--- config.mk ---
export PLATFORM = sky130hd
export DESIGN_NAME = muldiv_unit
export DESIGN_NICKNAME = d
export VERILOG_FILES = /design/src/rtl/muldiv_unit.sv
export SDC_FILE = /design/constraint.sdc
export NUM_CORES = 1
export LEC_CHECK = 0
export CAP_MARGIN = 5
export CORE_MARGIN = 5
export CORE_UTILIZATION = 25
export CTS_CLUSTER_DIAMETER = 30
export CTS_CLUSTER_SIZE = 12
export DETAILED_ROUTE_END_ITERATION = 8
export PLACE_DENSITY = 0.53
export SYNTH_ARGS = -nofsm -noshare
export SYNTH_HDL_FRONTEND = slang
export SYNTH_SLANG_ARGS = --single-unit
--- constraint.sdc ---
create_clock -name clock -period 4.88 [get_ports clock]
set_input_delay 0.976 -clock clock [delete_from_list [all_inputs] [get_ports clock]]
set_output_delay 0.976 -clock clock [all_outputs]
set_load 0.02 [all_outputs]
--- src/rtl/muldiv_unit.sv ---
// Iterative RV32M multiply/divide unit: 32 CALC cycles, then FIX and DONE, for 34 cycles from start to done.
// Define MULDIV_DIV_EN to compile in the divider; without it, divide ops report illegal with a zero result.
module muldiv_unit #(
    parameter int XLEN = 32
) (
    input  logic            clock,
    input  logic            reset,
    input  logic            start_i,
    input  logic [2:0]      funct3_i,
    input  logic [XLEN-1:0] operand_a_i,
    input  logic [XLEN-1:0] operand_b_i,
    input  logic [4:0]      dest_reg_i,
    output logic            busy_o,
    output logic            done_o,
    output logic [XLEN-1:0] result_o,
    output logic [4:0]      result_reg_o,
    output logic            illegal_o
);
    // state  | meaning
    // S_IDLE | waiting for start, result held
    // S_CALC | 32 iterations, one operand bit per cycle
    // S_FIX  | sign fix-up, special cases, result load
    // S_DONE | done pulse
    typedef enum logic [1:0] {S_IDLE, S_CALC, S_FIX, S_DONE} state_t;

    state_t            state_q;
    logic [4:0]        cnt_q;
    logic [2:0]        op_q;
    logic [4:0]        dest_q;
    logic [4:0]        result_reg_q;
    logic [XLEN-1:0]   a_mag_q;
    logic [XLEN-1:0]   b_mag_q;
    logic [XLEN-1:0]   result_q;
    logic [2*XLEN-1:0] prod_q;
    logic              neg_q;
    logic              busy_q;
    logic              done_q;

    logic              sign_a;
    logic              sign_b;
    logic              a_neg;
    logic              b_neg;
    logic [XLEN-1:0]   a_mag_d;
    logic [XLEN-1:0]   b_mag_d;
    logic [XLEN:0]     mul_sum;
    logic [2*XLEN-1:0] prod_d;
    logic [2*XLEN-1:0] prod_s;
    logic [XLEN-1:0]   result_d;

`ifdef MULDIV_DIV_EN
    logic              a_neg_q;
    logic [XLEN-1:0]   a_raw_q;
    logic [XLEN-1:0]   b_raw_q;
    logic [XLEN-1:0]   quo_q;
    logic [XLEN:0]     rem_q;
    logic [XLEN+1:0]   div_cat;
    logic              div_ge;
    logic [XLEN:0]     rem_d;
    logic [XLEN-1:0]   quo_d;
    logic [XLEN-1:0]   quo_s;
    logic [XLEN-1:0]   rem_s;
`else
    logic              illegal_q;
`endif

    always_comb begin
        sign_a  = (funct3_i == 3'b001) || (funct3_i == 3'b010) ||
                  (funct3_i == 3'b100) || (funct3_i == 3'b110);
        sign_b  = (funct3_i == 3'b001) || (funct3_i == 3'b100) || (funct3_i == 3'b110);
        a_neg   = sign_a & operand_a_i[XLEN-1];
        b_neg   = sign_b & operand_b_i[XLEN-1];
        a_mag_d = a_neg ? -operand_a_i : operand_a_i;
        b_mag_d = b_neg ? -operand_b_i : operand_b_i;
    end

    // Multiplier lives in the low half and is consumed LSB first as the sum shifts in from the top.
    always_comb begin
        mul_sum = {1'b0, prod_q[2*XLEN-1:XLEN]} + (prod_q[0] ? {1'b0, a_mag_q} : '0);
        prod_d  = {mul_sum, prod_q[XLEN-1:1]};
    end

`ifdef MULDIV_DIV_EN
    always_comb begin
        div_cat = {rem_q, quo_q[XLEN-1]};
        div_ge  = div_cat >= {2'b00, b_mag_q};
        rem_d   = div_ge ? (XLEN+1)'(div_cat - {2'b00, b_mag_q}) : div_cat[XLEN:0];
        quo_d   = {quo_q[XLEN-2:0], div_ge};
    end
`endif

    always_comb begin
        prod_s   = neg_q ? -prod_q : prod_q;
        result_d = (op_q[1:0] == 2'b00) ? prod_s[XLEN-1:0] : prod_s[2*XLEN-1:XLEN];
`ifdef MULDIV_DIV_EN
        quo_s = neg_q ? -quo_q : quo_q;
        rem_s = a_neg_q ? -rem_q[XLEN-1:0] : rem_q[XLEN-1:0];
        if (op_q[2]) begin
            if (b_raw_q == '0) begin
                result_d = op_q[1] ? a_raw_q : '1;
            end else if (!op_q[0] && (a_raw_q == {1'b1, {(XLEN-1){1'b0}}}) && (b_raw_q == '1)) begin
                result_d = op_q[1] ? '0 : a_raw_q;
            end else begin
                result_d = op_q[1] ? rem_s : quo_s;
            end
        end
`else
        if (op_q[2]) begin
            result_d = '0;
        end
`endif
    end

    always_ff @(posedge clock) begin
        if (reset) begin
            state_q      <= S_IDLE;
            cnt_q        <= '0;
            op_q         <= '0;
            dest_q       <= '0;
            result_reg_q <= '0;
            a_mag_q      <= '0;
            b_mag_q      <= '0;
            result_q     <= '0;
            prod_q       <= '0;
            neg_q        <= 1'b0;
            busy_q       <= 1'b0;
            done_q       <= 1'b0;
`ifdef MULDIV_DIV_EN
            a_neg_q      <= 1'b0;
            a_raw_q      <= '0;
            b_raw_q      <= '0;
            quo_q        <= '0;
            rem_q        <= '0;
`else
            illegal_q    <= 1'b0;
`endif
        end else begin
            case (state_q)
                S_IDLE: begin
                    if (start_i) begin
                        op_q    <= funct3_i;
                        dest_q  <= dest_reg_i;
                        a_mag_q <= a_mag_d;
                        b_mag_q <= b_mag_d;
                        neg_q   <= a_neg ^ b_neg;
                        prod_q  <= {{XLEN{1'b0}}, b_mag_d};
                        cnt_q   <= '0;
                        busy_q  <= 1'b1;
                        state_q <= S_CALC;
`ifdef MULDIV_DIV_EN
                        a_neg_q <= a_neg;
                        a_raw_q <= operand_a_i;
                        b_raw_q <= operand_b_i;
                        quo_q   <= a_mag_d;
                        rem_q   <= '0;
`endif
                    end
                end
                S_CALC: begin
                    prod_q <= prod_d;
`ifdef MULDIV_DIV_EN
                    quo_q  <= quo_d;
                    rem_q  <= rem_d;
`endif
                    cnt_q  <= cnt_q + 5'd1;
                    if (cnt_q == 5'd31) begin
                        state_q <= S_FIX;
                    end
                end
                S_FIX: begin
                    result_q     <= result_d;
                    result_reg_q <= dest_q;
                    done_q       <= 1'b1;
`ifndef MULDIV_DIV_EN
                    illegal_q    <= op_q[2];
`endif
                    state_q      <= S_DONE;
                end
                default: begin
                    done_q    <= 1'b0;
                    busy_q    <= 1'b0;
`ifndef MULDIV_DIV_EN
                    illegal_q <= 1'b0;
`endif
                    state_q   <= S_IDLE;
                end
            endcase
        end
    end

    assign busy_o       = busy_q;
    assign done_o       = done_q;
    assign result_o     = result_q;
    assign result_reg_o = result_reg_q;
`ifdef MULDIV_DIV_EN
    assign illegal_o    = 1'b0;
`else
    assign illegal_o    = illegal_q;
`endif

endmodule

== Yosys cells after proc, flatten, opt, wreduce, memory -nomap -nowiden ==
Cells that the tools add are included.

* Flip-flop bits (word level): 152
* Input bits: 75
* Output and inout port bits: 40
* Logic and storage cells: 61

* Add/sub/neg operators: 5
* Equal/unequal tests: 9
* Mux-type cells: 17
* Bitwise operators: 4
* Reduce and logical (&&, ||, !) cells: 14

{| class="wikitable"
|+ Operators with widths
! operator !! count
|-
| two-way mux 32 bit || 5
|-
| two-way mux 64 bit || 2
|-
| case mux 64 bit (2 select lines) || 1
|-
| negation 32 bit || 2
|-
| negation 64 bit || 1
|-
| adder 32 x 32 -> 33 bit || 1
|-
| case mux 5 bit (2 select lines) || 1
|-
| AND reduction 2 bit || 4
|-
| equality test 3 bit (second input constant) || 2
|-
| case mux 1 bit (2 select lines) || 3
|-
| case mux 2 bit (3 select lines) || 1
|-
| adder 5 x 1 -> 5 bit (second input constant) || 1
|-
| equality test 5 bit (second input constant) || 1
|-
| logical OR 1 bit || 5
|-
| two-way mux 5 bit || 1
|-
| logical NOT 2 bit || 2
|-
| two-way mux 2 bit || 2
|-
| inequality test 2 bit (second input constant) || 2
|-
| OR reduction 2 bit || 2
|-
| equality test 3 x 1 -> 1 bit (second input constant) || 1
|-
| equality test 3 x 2 -> 1 bit (second input constant) || 1
|-
| AND 1 bit || 2
|-
| equality test 2 x 1 -> 1 bit (second input constant) || 1
|-
| equality test 2 bit (second input constant) || 1
|-
| 4 further kinds || 4
|}

== Longest topological paths before layout ==
Gate-level depths: netlist of run 1.

* Depth in word-level cells: 7
* Depth in mapped cells: 14
* Gate-level depth less buffers: 13

== Least setup slack after synthesis of run 1 ==
Ideal clock, no wire load.

* Path kind: input -> register
* Start point: input port operand_b_i[1]
* End point: register prod_q[30]
* Setup time: 132 ps
* Arrival: 3,132 ps
* Required time: 4,748 ps
* Setup slack: 1,616 ps
* Stages on the path: 11
* Path buffers: 0
* Cells stage by stage: inv_1 ha_1 or3b_2 or4_1 nor3b_1 and3_1 a31oi_1 xnor2_1 nand2_1 o211ai_1 a21oi_1

* Cells in the longest elaborated chain, start to end: 4

{| class="wikitable"
|+ Ends and longest elaborated chain
! what !! line !! source
|-
| start: declaration || 11 || <nowiki>input logic [XLEN-1:0] operand_b_i,</nowiki>
|-
| negation 32 bit || 73 || <nowiki>b_mag_d = b_neg ? -operand_b_i : operand_b_i;</nowiki>
|-
| two-way mux 32 bit || 73 ||
|-
| two-way mux 64 bit || 139 || <nowiki>if (start_i) begin</nowiki>
|-
| case mux 64 bit (2 select lines) || 137 || <nowiki>case (state_q)</nowiki>
|-
| end signal: assignment || 145 || <nowiki>prod_q <= {{XLEN{1'b0}}, b_mag_d};</nowiki>
|-
| end signal: assignment || 159 || <nowiki>prod_q <= prod_d;</nowiki>
|-
| end: declaration || 34 || <nowiki>logic [2*XLEN-1:0] prod_q;</nowiki>
|}

No other way between the ends. The select of a mux whose other input is x is not followed.
A chain may end at the register's enable or synchronous reset.

== Worst setup path in the final report of run 1 ==
* Start point: input port operand_b_i[0]
* End point: register prod_q[30]

The elaborated chain is that of the path after synthesis.

==> metrics, run 1 <==
Req. time, crit path=just over 5 ns; max incr delay on CP=0.50 ns; FF/Latch Area=around 0.0030 sq mm; hold-fix buffer count after cts=0; DP Worst Slack=0.741 ns; Rel. slew slack=between 40 and 50%; hold_ws=0.456 ns; clock root cell=clkbuf_16; Reg2Reg Setup Slack=1.34 ns; post-synth net total=1445; Hold Vio Cnt, Final=0; register bit total from synthesis=152; Placer Congestion=0.866; number of routed nets with antenna violations=0; RSZ-0062 raised after global routing=false; top post-synthesis cells by count=nand2_1 (173), dfxtp_1 (152), nor2_1 (117), a21oi_1 (106), o21ai_0 (84); mapped cell area=0.0102 sq mm; hold path depth=2; DR WL/cell=17.3 um; fin. max-slew vios=0; CTS tree=done; crit start category=input pin; Synth cell types=75; antenna violations before repair=0; Ports=~120; Initial Utilization=25.1%; launch point of the worst hold path=dest_q[3]$_SDFFE_PP0P_; CTS Buf Count=17; GRT Residual Overflow=0; status=finished, final reports clean; Internal Power=3250 uW; Sequential Power Share=31.1%; Pleak=0.00449 uW; fill cell count=about 4400; Max Cap Viol=0; clk_lat worst skew=0.44 ns; Hold Path Class=flop to flop; post-layout worst setup margin=1.18 ns; Die Y=212 um; DRT iter0 DRCs=663; final design utilization=30.8%; vias per cell=5.03; Worst Max-Slew Pin Slew=0.876 ns; Post-CTS Resized=0; nets=around 1500; P per Cell Area=447 mW/mm^2; die extent in x=212 um; row count=74; Post-synth EDFFs=0; # port buffers=114; Post-Route WL=33.8 mm; H-tree depth=4; Sw Share=41.8%; clk slew on worst S/H paths=~0.060 ns; crit-path max FO=5; layout cells sized above 1=5.15%; worst reg2reg path depth=9; yosys warns=0; RR Startpoint=prod_q[22]$_SDFFE_PP0P_; fmax=roughly 270 MHz; first-pass GRT wire length=52.8 mm; clock skew=0.00877 ns; Multi-input gate area=0.00677 sq mm; WS Path Type=input pin to flop; Crit-path slowest cell=or3b_2; Post-synth top flop=dfxtp_1; largest net degree at the start of global routing=between 60 and 70; DRC=0; async set-reset flop share out of synthesis=0%; setup tns final=0 ns; most instantiated library cell after synthesis=nand2_1; core area=0.0406 sq mm; vias in the first global route=9246; Combinational Power Share=~42%; Clock power frac=26.6%; area growth from synthesis to layout=22.7%; die area=0.0448 sq mm; Mean Syn Cell Area=7.66 sq um; buffers inserted by post-CTS timing repair=0; Antenna diodes=0; worst-case hold path end point=dest_q[3]$_SDFFE_PP0P_; Final period util=75.8%; CTS max path bufs=2; Setup crit end kind=flop; buffers and inverters on the worst path=2; clock sink count=152; worst r2r dst=result_o[22]$_SDFFE_PP0P_; CP delay by family, top=simple AND/OR/NAND/NOR gates; final setup fails=0; VDD IR max=0.222 mV; GRT Total Usage=around 15%; NetSw=approximately 2300 uW; CP Data Arrival Time=3.99 ns; CP cell instances=clkdlybuf4s50_1, inv_1, ha_1, or3b_2, or4_1, nor3b_1, and3_1, a31oi_1, xnor2_1, nand2_1, o211ai_1, a21oi_1; post-synthesis cell count=approximately 1300; DRT Pass-1 Iters=5; register area share after synthesis=29.9%; detailed placement HPWL=26.3 mm; share of the synthesized area in the top cell type=29.9%; min cycle time layout=3.70 ns; largest cells by area after synthesis=dfxtp_1 (30%), nand2_1 (6.4%), xor2_1 (5.9%), a21oi_1 (5.2%), xnor2_1 (5.1%); post-synth top area cell=dfxtp_1; Via Count=9808
==> layout by cell type, fill, tap and decap left out, drive strengths merged, types with 40 or more instances in the layout <==
master / instances
clkdlybuf4s50: 113
a21oi: 106
xor2: 68
ha: 40
dfxtp: 152
xnor2: 59
nand2: 173
and2: 40
nor2: 117
o21ai: 118
==> power groups by stage <==
stage	combinational (uW)	clock (uW)	sequential, uW
floorplan	1630	0	1710
global placement	2360	0	1750
detailed placement	2370	0	1760
CTS	2380	1520	1740
global route	2620	1570	1770
finish	2360	1480	1740
==> final cells by class <==
class                           count  share of cell area, %
Clock inverter                     11                   1.56
Inverter                           25                  0.752
Tap cell                          532                   5.33
Multi-Input combinational cell   1080                   54.2
Timing Repair Buffer              130                   10.1
Sequential cell                   152                   24.4
Clock buffer                       20                   3.66
==> registers in the layout (all words and copies together), names as in the netlist, 2 cells and up <==
signal / cells
prod_q: 64
a_mag_q: 32
result_o: 32
cnt_q: 5
dest_q: 5
result_reg_o: 5
op_q: 3
state_q: 2
==> routing by layer <==
layer,global-route usage [%],vias up,share of wire [%]
met5,0,-,0
met4,4.00,0,1.8
met3,2.55,31,4.1
met2,23.8,187,45
met1,20.6,4630,49
li1,-,4960,-
==> logic make-up after synthesis <==
group                    after synthesis  synth area share, %
adder cells (fa/ha/maj)               41                 5.12
flip-flops                           152                 29.9
AO/OA/AOI/OAI                        422                 26.5
buffers and inverters                 97                 3.68
XOR/XNOR                             127                 10.9
multiplexers                          11                 1.09
AND/OR/NAND/NOR                      479                 22.8
==> stage by stage <==
stage	std cells	total power, uW	area [sq um]
after detailed placement	1919	4130	11800
final	1950	5580	12500
after floorplan	1329	3340	10200
after CTS	1950	5630	12500
after global placement	1919	4110	11800
after global routing	1950	5960	12500
==> worst max path at each step <==
stage                        start                 endpoint  slack (ns)  cells after the start
global route        operand_b_i[0]  prod_q[30]$_SDFFE_PP0P_        0.91                     12
finish              operand_b_i[0]  prod_q[30]$_SDFFE_PP0P_        1.18                     12
global placement    operand_b_i[0]  prod_q[30]$_SDFFE_PP0P_        0.77                     12
floorplan           operand_b_i[1]  prod_q[30]$_SDFFE_PP0P_        1.62                     11
detailed placement  operand_b_i[0]  prod_q[30]$_SDFFE_PP0P_        0.74                     12
CTS                 operand_b_i[0]  prod_q[30]$_SDFFE_PP0P_        1.20                     12
==> tightest hold or removal path, delay by kind of cell, from the launching register on <==
kind	cells	cell delay (ns)
AND/OR/NAND/NOR	1	0.05
flip-flops	1	0.31
AO/OA/AOI/OAI	1	0.05
(Power assumes the default switching activity.)
==> inputs of run 2 (changes only) <==
==> constraint.sdc (replaced) <==
create_clock -name clock -period 3.85 [get_ports clock]
set_input_delay 0.77 -clock clock [delete_from_list [all_inputs] [get_ports clock]]
set_output_delay 0.77 -clock clock [all_outputs]
set_load 0.02 [all_outputs]
==> run 2 against run 1 <==
Compared with the run above:
- clock-buffer cell count stayed put
- final cell count is 1.2% higher
- hold slack worse by 0.0034 ns
- flip-flop and latch count stayed put
- register-to-register slack worse by 0.86 ns
- clock skew is 0.0027 ns higher
- first-iteration DRC count is 0.90% higher
- non-clock buffer count is 22 higher
- global-route usage is 0.083 points higher
- power is 22% higher
- largest cell class unchanged
- sequential share of layout area is 0.12 points lower
- critical path depth is 2 lower
- critical path type is now flop to flop
==> metrics, run 2 (synthesis results as in run 1) <==
status=finished, final reports clean; Hold Path Class=flop to flop; Internal Power=3860 uW; antenna violations before repair=0; hold-fix buffer count after cts=0; DRC=0; crit start category=flop; Pleak=0.00454 uW; Setup crit end kind=flop; Placer Congestion=0.885; fmax=297 MHz; CTS tree=done; number of routed nets with antenna violations=0; vias in the first global route=roughly 9400; CTS Buf Count=17; Biggest register=prod_q; Max Cap Viol=0; hold path depth=2; Post-CTS Resized=0; clock root cell=clkbuf_16; H-tree depth=4; largest net degree at the start of global routing=76; Reg2Reg Setup Slack=roughly 0.48 ns; VDD IR max=approximately 0.33 mV; most frequent cells in the layout=nand2_1 (173), dfxtp_1 (151), nor2_1 (116); Final period util=around 90%; Post-Route WL=33.9 mm; Crit-path slowest cell=or4_4; die area=0.0448 sq mm; Die Y=212 um; Initial Utilization=between 20% and 30%; total power draw=6830 uW; die extent in x=around 210 um; Antenna diodes=0; vias per cell=5.02; Sequential Power Share=32.1%; fill cell count=4396; GRT Total Usage=14.9%; worst-case hold path end point=a_mag_q[28]$_SDFFE_PP0P_; Clock power frac=23.4%; post-layout worst setup margin=0.480 ns; CP Data Arrival Time=3.75 ns; NetSw=2970 uW; DRT Pass-1 Iters=6; launch point of the worst hold path=a_mag_q[28]$_SDFFE_PP0P_; final setup fails=0; clk_lat worst skew=0.43 ns; Rel. slew slack=41.3%; nets=1544; DRT iter0 DRCs=around 670; worst r2r dst=result_o[3]$_SDFFE_PP0P_; setup tns final=0 ns; crit-path max FO=9; core area=0.0406 sq mm; first-pass GRT wire length=53.2 mm; WS Path Type=flop to flop; clock sink count=152; row count=74; Worst Max-Slew Pin Slew=between 0.8 and 0.9 ns; max incr delay on CP=0.59 ns; buffers inserted by post-CTS timing repair=0; CP cell instances=or4_4, or3_1, nor4_4, nand3_2, or3_1, nand3_1, a21oi_1, a2111oi_0, buf_4, a21o_1; Combinational Power Share=44.5%; worst reg2reg path depth=10; Via Count=a little under 10000; P per Cell Area=about 540 mW/mm^2; clk slew on worst S/H paths=about 0.07 ns; Hold Vio Cnt, Final=0; # port buffers=114; RR Startpoint=prod_q[3]$_SDFFE_PP0P_; detailed placement HPWL=26.4 mm; CTS max path bufs=2; DP Worst Slack=0.149 ns; Req. time, crit path=4.23 ns; Ports=about 120; RSZ-0062 raised after global routing=false; most common cell after layout, fill and taps aside=nand2_1; clock skew=0.0115 ns; GRT Residual Overflow=0; fin. max-slew vios=0; Largest register FFs=64; Sw Share=43.5%; area growth from synthesis to layout=23.3%; layout cells sized above 1=6.59%; CP dominant cell by count=or3_1; final design utilization=30.9%; DR WL/cell=17.2 um; min cycle time layout=between 3 and 4 ns
## run 2: routing by layer
layer  global-route usage (%)  wire [um]  vias to the layer above
li1                         -          -                     5024
met4                     3.64        575                        0
met2                     24.1      15300                      200
met1                     21.1      16600                     4663
met5                        0          0                        -
met3                     2.09       1330                       27
## run 2: worst max path at each step
stage	slack (ns)	from	end
2_1_floorplan	0.62	prod_q[0]$_SDFFE_PP0P_	prod_q[57]$_SDFFE_PP0P_
4_1_cts	0.49	prod_q[3]$_SDFFE_PP0P_	result_o[3]$_SDFFE_PP0P_
3_3_place_gp	0.12	operand_b_i[1]	prod_q[30]$_SDFFE_PP0P_
6_report	0.48	prod_q[3]$_SDFFE_PP0P_	result_o[3]$_SDFFE_PP0P_
5_1_grt	0.26	prod_q[0]$_SDFFE_PP0P_	prod_q[58]$_SDFFE_PP0P_
3_5_place_dp	0.15	operand_b_i[1]	prod_q[30]$_SDFFE_PP0P_
## run 2: final cells by class
cell class / instances / area, sq um / area share, %
Clock buffer: 20 / 447 / 3.56
Clock inverter: 12 / 101 / 0.808
Inverter: 25 / 93.8 / 0.748
Multi-Input combinational cell: 1080 / 6770 / 54.0
Sequential cell: 152 / 3040 / 24.3
Tap cell: 532 / 666 / 5.31
Timing Repair Buffer: 152 / 1420 / 11.4
## run 2: metrics by stage
step | hold WS, ns | std cells | area, sq um
floorplan | 0.417 | 1329 | 10200
global placement | 0.442 | 1941 | 12000
detailed placement | 0.438 | 1941 | 12000
CTS | 0.454 | 1973 | 12500
global route | 0.473 | 1973 | 12500
finish | 0.453 | 1973 | 12500
## run 2: critical path, delay by kind of cell, from the launching register on
kind	cells	cell delay [ns]
DFF	1	0.41
buffers and inverters	1	0.20
and+or+nand+nor	6	2.10
AOI/OAI and AO/OA	3	0.59
## run 2: power by group through the flow
stage	Clock [uW]	Sequential [uW]	Combinational [uW]
finish	1600	2190	3040
CTS	1640	2190	3060
global placement	0	2220	3020
detailed placement	0	2230	3040
global route	1710	2240	3360
floorplan	0	2160	2070
==> inputs of run 3 (changes only) <==
--- a/config.mk
+++ b/config.mk
@@ -5,13 +5,14 @@
 export SDC_FILE = /design/constraint.sdc
 export NUM_CORES = 1
 export LEC_CHECK = 0
+export ABC_CLOCK_PERIOD_IN_PS = 3850
 export CAP_MARGIN = 5
 export CORE_MARGIN = 5
-export CORE_UTILIZATION = 25
+export CORE_UTILIZATION = 55
 export CTS_CLUSTER_DIAMETER = 30
 export CTS_CLUSTER_SIZE = 12
 export DETAILED_ROUTE_END_ITERATION = 8
-export PLACE_DENSITY = 0.53
+export PLACE_DENSITY = 0.89
 export SYNTH_ARGS = -nofsm -noshare
 export SYNTH_HDL_FRONTEND = slang
 export SYNTH_SLANG_ARGS = --single-unit
==> run 3 against run 2 <==
Compared with the run above:
- sequential share of layout area increased by 0.87 points
- clock skew decreased by 0.0042 ns
- largest power group unchanged
- non-clock buffer count decreased by 14
- cell area decreased by 3.5%
- critical endpoint is now prod_q[59]$_SDFFE_PP0P_
- highest routed layer unchanged
- flip-flop and latch count unchanged
==> metrics, run 3 (synthesis results as in run 1) <==
status=finished, final reports clean; Initial Utilization=56.3%; Ports=about 120; Setup crit end kind=flop; RSZ-0062 raised after global routing=false; RR Startpoint=prod_q[0]$_SDFFE_PP0P_; Largest register FFs=64; Final period util=~93%; DRT Pass-1 Iters=5; most frequent cells in the layout=nand2_1 (173), dfxtp_1 (152), nor2_1 (116); fin. max-slew vios=0; largest net degree at the start of global routing=68; die extent in x=146 um; number of routed nets with antenna violations=0; row count=49; nets=1530; worst r2r dst=prod_q[59]$_SDFFE_PP0P_; Pleak=0.00450 uW; VDD IR max=0.372 mV; WS Path Type=flop to flop; Placer Congestion=0.965; Hold Vio Cnt, Final=0; total power draw=6830 uW; Post-Route WL=28.9 mm; # port buffers=114; Max Cap Viol=0; GRT Residual Overflow=0; first-pass GRT wire length=approximately 48 mm; clk slew on worst S/H paths=0.06 ns; Post-CTS Resized=0; GRT Total Usage=approximately a quarter; Biggest register=prod_q; Antenna diodes=0; most common cell after layout, fill and taps aside=nand2_1; area growth from synthesis to layout=19.0%; clock skew=0.00736 ns; clock root cell=clkbuf_16; Metal-1 WL=11.9 mm; clk_lat worst skew=0.43 ns; CTS Buf Count=17; final design utilization=66.9%; Req. time, crit path=4.16 ns; fmax=280 MHz; crit start category=flop; antenna violations before repair=0; vias per cell=around 6.2; CP Data Arrival Time=3.89 ns; min cycle time layout=3.58 ns; CTS tree=done; H-tree depth=4; die area=0.0213 sq mm; DR WL met3=~2.5 mm; layout cells sized above 1=between 5 and 6%; clock sink count=152; Rel. slew slack=19.5%; core area=0.0181 sq mm; worst-case hold path end point=a_mag_q[27]$_SDFFE_PP0P_; launch point of the worst hold path=a_mag_q[27]$_SDFFE_PP0P_; Die Y=~150 um; P per Cell Area=564 mW/mm^2; hold path depth=2; DRC=0; Top Metal Used=met4; Reg2Reg Setup Slack=0.27 ns; Hold Path Class=flop to flop; Via Count=approximately 10000; detailed placement HPWL=21.4 mm; CTS max path bufs=2; hold_ws=0.447 ns; met2 wire len=13.6 mm; hold-fix buffer count after cts=0; setup tns final=0 ns; DRT iter0 DRCs=1089; buffers inserted by post-CTS timing repair=0; worst reg2reg path depth=15; final setup fails=0; vias in the first global route=roughly 9700; DR WL/cell=17.5 um; Worst Max-Slew Pin Slew=1.20 ns; crit-path max FO=5
-- run 3: cell types whose count changed in the layout (fill, tap and decap cells not counted), moves of 3 or more --
cell,change
clkbuf_8,+4
clkinvlp_4,-3
buf_4,-14
clkinv_2,-4
-- run 3: worst max-delay path, cell delays in order (launching register included) --
cell and delay, ns:
dfxtp_1 0.45, and2_1 0.17, ha_1 0.17, inv_1 0.06, fa_1 0.38, nor2b_1 0.26
o2111ai_1 0.22, a21boi_0 0.23, buf_4 0.16, nand3_1 0.10, a211oi_1 0.28, o22ai_1 0.21
o41ai_1 0.38, buf_4 0.21, xnor2_1 0.10, o21ai_0 0.08
-- run 3: how the worst max path moves through the flow --
stage	to	slack, ns	cells after the start	startpoint
6_report	prod_q[59]$_SDFFE_PP0P_	0.27	15	prod_q[0]$_SDFFE_PP0P_
5_1_grt	prod_q[59]$_SDFFE_PP0P_	0.13	15	prod_q[0]$_SDFFE_PP0P_
4_1_cts	prod_q[59]$_SDFFE_PP0P_	0.42	15	prod_q[0]$_SDFFE_PP0P_
3_5_place_dp	prod_q[30]$_SDFFE_PP0P_	0.07	13	operand_b_i[0]
3_3_place_gp	prod_q[30]$_SDFFE_PP0P_	0.13	13	operand_b_i[0]
2_1_floorplan	prod_q[57]$_SDFFE_PP0P_	0.62	14	prod_q[0]$_SDFFE_PP0P_
-- run 3: final cells by class --
type,count,area [sq um]
Clock buffer,25,505
Clock inverter,6,88.8
Fill cell,1482,5980
Inverter,25,93.8
Multi-Input combinational cell,1080,6770
Sequential cell,152,3040
Tap cell,229,287
Timing Repair Buffer,138,1320
-- run 3: per-layer routing --
metal,vias to the layer above,global-route usage [%]
met3,79,5.70
met5,-,0
met4,0,10.8
met1,4770,34.1
li1,5007,-
met2,475,43.3
-- run 3: where the power goes --
group | switching, uW | leakage, uW | internal, uW | total, uW
Sequential | 323 | 0.00124 | 1870 | 2190
Clock | 649 | 0.000286 | 1040 | 1680
Combinational | 1880 | 0.00298 | 1080 | 2950
Total | 2850 | 0.00450 | 3980 | 6830
-- run 3: per-stage QoR --
step / instance area (sq um) / cells / worst slack, ns
after detailed placement: 11500 / 1624 / 0.0666
after floorplan: 10200 / 1329 / 0.625
after global routing: 12100 / 1655 / 0.128
after global placement: 11500 / 1624 / 0.129
after CTS: 12100 / 1655 / 0.423
final: 12100 / 1655 / 0.274
